[src/rtl/udp_tx_sched.sv]
// udp_tx_sched - round-robin transmit scheduler for the UDP stack's TX user
// interface. NUM_CH payload sources share one UDP transmitter. One pending
// request is granted at a time. Its header fields are latched, its length is
// validated, and tx_start_en is issued. tx_req/tx_data are then routed to the
// granted source. An inter-packet gap is enforced after tx_done.
//
// Optional build macro: UDP_TX_SCHED_TIMEOUT_EN adds a BUSY watchdog that
// abandons a packet after TIMEOUT_CYCLES clocks without tx_done.
//
// Ports
//   gmii_tx_clk, rst         clock, synchronous active-high reset
//   ch_req                   per-channel level request, held until ch_ack
//   ch_byte_num/des_mac/ip   per-channel header fields (packed, channel i at slice i)
//   ch_data                  per-channel payload byte
//   ch_ack                   pulse: request consumed (accepted or rejected)
//   ch_rd_en                 tx_req forwarded to the granted channel
//   ch_done / ch_err         pulses for completion / rejection or timeout
//   tx_start_en              start pulse to the UDP transmitter
//   tx_byte_num/des_mac/ip   latched header of the granted packet
//   tx_data                  payload byte of the granted channel
//   tx_req, tx_done          byte request / packet complete from transmitter
//   busy, grant_id           scheduler activity, current or last grant
//
// state | meaning
// IDLE  | waiting for any ch_req; picks next channel from rr_ptr and latches header
// CHECK | validates latched length; rejects with ch_err+ch_ack
// START | tx_start_en + ch_ack to the granted channel
// BUSY  | forwarding tx_req/tx_data until tx_done (or watchdog)
// GAP   | GAP_CYCLES idle clocks before the next arbitration
module udp_tx_sched #(
  parameter int NUM_CH         = 4,
  parameter int MAX_PAYLOAD    = 1472,
  parameter int GAP_CYCLES     = 12,
  parameter int TIMEOUT_CYCLES = 4096
) (
  input  logic                  gmii_tx_clk,
  input  logic                  rst,
  input  logic [NUM_CH-1:0]     ch_req,
  input  logic [16*NUM_CH-1:0]  ch_byte_num,
  input  logic [48*NUM_CH-1:0]  ch_des_mac,
  input  logic [32*NUM_CH-1:0]  ch_des_ip,
  input  logic [8*NUM_CH-1:0]   ch_data,
  output logic [NUM_CH-1:0]     ch_ack,
  output logic [NUM_CH-1:0]     ch_rd_en,
  output logic [NUM_CH-1:0]     ch_done,
  output logic [NUM_CH-1:0]     ch_err,
  output logic                  tx_start_en,
  output logic [15:0]           tx_byte_num,
  output logic [47:0]           des_mac,
  output logic [31:0]           des_ip,
  output logic [7:0]            tx_data,
  input  logic                  tx_req,
  input  logic                  tx_done,
  output logic                  busy,
  output logic [2:0]            grant_id
);

  typedef enum logic [2:0] {IDLE, CHECK, START, BUSY, GAP} state_t;

  localparam int GAP_W    = (GAP_CYCLES > 1) ? $clog2(GAP_CYCLES) : 1;
  localparam int GAP_LOAD = (GAP_CYCLES > 0) ? GAP_CYCLES - 1 : 0;
  localparam logic [NUM_CH-1:0] ONE = NUM_CH'(1);

  if (NUM_CH < 2 || NUM_CH > 8) begin : g_chk_num_ch
    $error("udp_tx_sched: NUM_CH must be 2..8");
  end
  if (TIMEOUT_CYCLES < 1 || TIMEOUT_CYCLES > 65535) begin : g_chk_timeout
    $error("udp_tx_sched: TIMEOUT_CYCLES must fit the 16-bit watchdog");
  end

  state_t             state, state_nxt;
  logic [2:0]         rr_ptr;
  logic [2:0]         next_ptr;
  logic [2:0]         sel_id;
  logic [2:0]         cand;
  logic               sel_vld;
  logic [GAP_W-1:0]   gap_cnt;
  logic [NUM_CH-1:0]  grant_oh;
  logic               len_bad;
  logic               tmo_hit;

  // First requesting channel at or after rr_ptr, wrapping.
  always_comb begin
    sel_vld = 1'b0;
    sel_id  = '0;
    cand    = '0;
    for (int k = 0; k < NUM_CH; k++) begin
      cand = 3'((int'(rr_ptr) + k) % NUM_CH);
      if (!sel_vld && |(ch_req & (ONE << cand))) begin
        sel_vld = 1'b1;
        sel_id  = cand;
      end
    end
  end

  assign grant_oh = ONE << grant_id;
  assign next_ptr = 3'((int'(grant_id) + 1) % NUM_CH);
  assign len_bad  = (tx_byte_num == 16'd0) || (tx_byte_num > 16'(MAX_PAYLOAD));
  assign tx_data  = ch_data[8*int'(grant_id) +: 8];
  assign busy     = (state != IDLE);

`ifdef UDP_TX_SCHED_TIMEOUT_EN
  logic [15:0] tmo_cnt;

  // Held at zero outside BUSY, so it is clear on every BUSY entry.
  always_ff @(posedge gmii_tx_clk) begin
    if (rst) begin
      tmo_cnt <= '0;
    end else if (state == BUSY) begin
      tmo_cnt <= tmo_cnt + 16'd1;
    end else begin
      tmo_cnt <= '0;
    end
  end

  // tx_done in the same cycle takes priority over the watchdog.
  assign tmo_hit = (state == BUSY) && !tx_done && (tmo_cnt == 16'(TIMEOUT_CYCLES - 1));
`else
  assign tmo_hit = 1'b0;
`endif

  always_ff @(posedge gmii_tx_clk) begin
    if (rst) begin
      state       <= IDLE;
      rr_ptr      <= '0;
      grant_id    <= '0;
      tx_byte_num <= '0;
      des_mac     <= '0;
      des_ip      <= '0;
      gap_cnt     <= '0;
    end else begin
      state <= state_nxt;
      if (state == IDLE && sel_vld) begin
        grant_id    <= sel_id;
        tx_byte_num <= ch_byte_num[16*int'(sel_id) +: 16];
        des_mac     <= ch_des_mac[48*int'(sel_id) +: 48];
        des_ip      <= ch_des_ip[32*int'(sel_id) +: 32];
      end
      if ((state == CHECK && len_bad) || (state == BUSY && (tx_done || tmo_hit))) begin
        rr_ptr <= next_ptr;
      end
      // Gap timer: preloaded outside GAP, counts down to terminal zero in GAP.
      if (state == GAP) begin
        gap_cnt <= gap_cnt - GAP_W'(1);
      end else begin
        gap_cnt <= GAP_W'(GAP_LOAD);
      end
    end
  end

  always_comb begin
    state_nxt   = state;
    ch_ack      = '0;
    ch_err      = '0;
    ch_done     = '0;
    ch_rd_en    = '0;
    tx_start_en = 1'b0;
    case (state)
      IDLE: begin
        if (sel_vld) state_nxt = CHECK;
      end
      CHECK: begin
        if (len_bad) begin
          ch_err    = grant_oh;
          ch_ack    = grant_oh;
          state_nxt = IDLE;
        end else begin
          state_nxt = START;
        end
      end
      START: begin
        tx_start_en = 1'b1;
        ch_ack      = grant_oh;
        state_nxt   = BUSY;
      end
      BUSY: begin
        ch_rd_en = grant_oh & {NUM_CH{tx_req}};
        if (tx_done) begin
          ch_done   = grant_oh;
          state_nxt = (GAP_CYCLES == 0) ? IDLE : GAP;
        end else if (tmo_hit) begin
          ch_err    = grant_oh;
          state_nxt = (GAP_CYCLES == 0) ? IDLE : GAP;
        end
      end
      GAP: begin
        if (gap_cnt == '0) state_nxt = IDLE;
      end
      default: state_nxt = IDLE;
    endcase
  end

endmodule

[config.mk]
export PLATFORM = sky130hd
export DESIGN_NAME = udp_tx_sched
export DESIGN_NICKNAME = d
export VERILOG_FILES = /design/src/rtl/udp_tx_sched.sv
export SDC_FILE = /design/constraint.sdc
export NUM_CORES = 1
export LEC_CHECK = 0
export CAP_MARGIN = 0
export CORE_AREA = 2 2 212 214
export DETAILED_ROUTE_END_ITERATION = 8
export DIE_AREA = 0 0 214 216
export PLACE_DENSITY = 0.63
export RECOVER_POWER = 25
export SLEW_MARGIN = 25
export SYNTH_ARGS = -nofsm -noshare
export SYNTH_HDL_FRONTEND = slang
export SYNTH_SLANG_ARGS = --single-unit
[constraint.sdc]
create_clock -name gmii_tx_clk -period 4.2 [get_ports gmii_tx_clk]
set_input_delay 0.84 -clock gmii_tx_clk [delete_from_list [all_inputs] [get_ports gmii_tx_clk]]
set_output_delay 0.84 -clock gmii_tx_clk [all_outputs]
set_load 0.1 [all_outputs]
==> results_dict.tcl <==
set metrics [dict create \
    fmaxAchievable_mhz 300 \
    hp-class "flop to flop" \
    setup_viol 0 \
    rsz0062_at_grt "no" \
    final_common_cell "clkdlybuf4s50_1" \
    grt_pass1_wl_mm 81.9 \
    rr_worst_depth 10 \
    routed_via_density 5.71 \
    drv_slew 0 \
    cp-end-kind "primary output" \
    synth_xor_area_share_pct 0.150 \
    worst_path_most_repeated_cell "nor2_1" \
    synth.yosys.seq_area_share_pct 18.3 \
    fin_nets 2220 \
    drt_pass1_iterations 5 \
    r2r_end "tx_byte_num[15]" \
    die_h_um 216 \
    synth_top_family_by_area "compound AO/OA/AOI/OAI gates" \
    hold_end "des_mac[44]" \
    syn_to_final_growth_pct 51.8 \
    grt_pass1_vias 13500 \
    cts_tree "built" \
    criticalPathCategory "flop to primary output" \
    hold_violations 0 \
    routed_wl_mm 53.9 \
    dieArea_um2 46200 \
    cts_setup_buffers 0 \
    hold_path_depth 2 \
    cts_resized 0 \
    n_fill_cell 4355 \
    path_cells "nor2_1 > a31oi_1 > o31a_1 > o21ai_0 > nor2_1 > buf_4" \
    fin_tns_setup_ns 0 \
    synth_adder_area_share_pct 0.961 \
    die_x_um 214 \
    drcViolationCount 0 \
    clk_latency_ns 0.38 \
    hold_buffers 0 \
    cp_slowest_cell "o21ai_0" \
    dp_cells 2368 \
    required_ns 3.36 \
    fin_crit_sh_pct 79.2 \
    yosys_most_used_dff "dfxtp_1" \
    grt_util_all_layers_pct 22.3 \
    yosys.area_share.simple_pct 12.0 \
    cts_max_path_buffers 2 \
    cts.sinks 107 \
    critPathMaxFanout 8 \
    powerDensity_nw_per_um2 840 \
    synth.net_count 1801 \
    ys_ff_latch 107 \
    synth_edf_count 0 \
    status "finished, final reports clean" \
    hpwl_mm 37.5 \
    total_power_w 0.0149 \
    regToRegStartpoint "rr_ptr[0]" \
    numCtsBuffers 9 \
    yosys_warnings 0 \
    maxCapViolCount 0 \
    final_cell_mix "473 x clkdlybuf4s50_1, 293 x nand2_1, 193 x mux2i_1" \
    overflow 0 \
    syn_area_um2 11700 \
    seqCellArea_um2 2150 \
    max_slew_margin_pct 25.5 \
    synth_compound_area_share_pct 33.7 \
    core_um2 43800 \
    drive_gt1_share_pct 11.3 \
    vdd_ir_drop_max_uv 1050 \
    p_leak_nw 6.93 \
    io_pins 549 \
    critPathMaxStageDelay_ns 0.73 \
    start_util_pct 26.7 \
    layout.cells.non_filler 2386 \
    gp_congestion 0.849 \
    final_util_pct 40.6 \
    dpl_cell_area_um2 17500 \
    cp.arrival_ns 2.49 \
    synth_cell_types 55 \
    fin_area_um2 17800 \
    htreeDepth 3 \
    antenna_found_initial 4 \
    r2r_slack_ns 1.02 \
    drtAntennaViolNets 0 \
    tightest_slew_ns 1.11 \
    synth_cells 1368 \
    finalWorstPathRequiredPeriod_ns 3.33 \
    rows 77 \
    clk_pin_slew_ns 0.08 \
    grt_max_degree 98 \
    avgSynthCellArea_um2 8.56 \
    worstHoldStart "des_mac[44]" \
    dr.first_iter.drc_count 1012 \
    multiInputGateArea_um2 8740 \
    root_buffer "clkbuf_16" \
    synthArstFlopShare_pct 0 \
    port_buffers 547 \
    clock_skew_ns 0.0108 \
    start_kind "flop" \
    vias 13600 \
    muxShareOfSynthArea_pct 27.3 \
    wl_per_cell_um 22.6 \
]
## cells by family (layout without fill, tap and decap cells)
kind of cell,Yosys count,in the layout
adders and majority gates,9,9
buffers and inverters,184,608
muxes,297,297
xor gates and xnor gates,2,2
AOI/OAI and AO/OA,417,417
DFF,107,107
other,1,3
and+or+nand+nor,351,351
## Yosys cell counts (all sizes together), types with 2 or more instances
cell    count  area, µm²
and3        3       18.8
a21oi       9       48.8
nand2     297       1120
a31oi       2       18.8
nor3        3       15.0
and2       11       68.8
a22o        3       26.3
dfxtp     107       2140
nor2       22       87.6
a311o      96        961
mux2i     193       1930
ha          9        113
nor3b       2       15.0
o221ai     97        923
o21ai       2       10.0
o211ai      2       25.0
a22oi       6       55.1
a211oi     97        728
clkbuf     99        373
mux4        8        180
inv        13       48.8
o2111a     96       1080
nor2b       3       18.8
nand3       5       30.0
buf        72        475
mux2       96       1080
## sequential cells by signal, indices dropped and copies added, names as in the netlist
register	count
tx_byte_num	16
rr_ptr	2
state	3
grant_id	2
gap_cnt	4
des_ip	32
des_mac	48
## metal layers
layer	GRT usage [%]	wire [µm]
met5	0	0
met2	37.7	26200
met3	3.96	3510
met4	8.32	1660
met1	28.2	22500
## worst max-delay path by stage
stage	to	from	depth (start not counted)
4_1_cts	grant_id[1]	grant_id[1]	1
5_1_grt	ch_err[1]	tx_byte_num[0]	6
2_1_floorplan	ch_err[0]	tx_byte_num[8]	5
3_3_place_gp	des_mac[40]	ch_req[0]	9
6_report	ch_err[1]	tx_byte_num[0]	6
3_5_place_dp	tx_byte_num[15]	ch_req[0]	9
## stage by stage
| step | setup slack [ns] | hold slack (ns) |
|---|---|---|
| floorplan | 0.487 | 0.433 |
| global placement | 0.690 | 0.443 |
| detailed placement | 0.598 | 0.449 |
| CTS | 0.909 | 0.471 |
| global route | 0.694 | 0.486 |
| finish | 0.872 | 0.463 |
## power by group
| group | internal, W | switching (W) | leakage (nW) |
|---|---|---|---|
| Sequential | 0.00137 | 0.000275 | 0.885 |
| Combinational | 0.00446 | 0.00786 | 5.89 |
| Clock | 0.000497 | 0.000477 | 0.153 |
| Total | 0.00633 | 0.00861 | 6.93 |
## area by class of cell
type	count	area share [%]
diodes	2	0.0281
well taps	592	4.17
repair buffers	579	32.6
inverters	13	0.288
clock inverters	4	0.274
multi-input cells	1077	49.2
flip-flops and latches	107	12.1
clock buffers	12	1.44
## worst max-delay path: cells and delay by family (launching register included)
kind                   cells  cell delay [ns]
AND/OR/NAND/NOR            2             0.34
buffers and inverters      1             0.27
flip-flops                 1             0.34
AO/OA/AOI/OAI              3             1.15
Power figures use the tool's default switching activity.
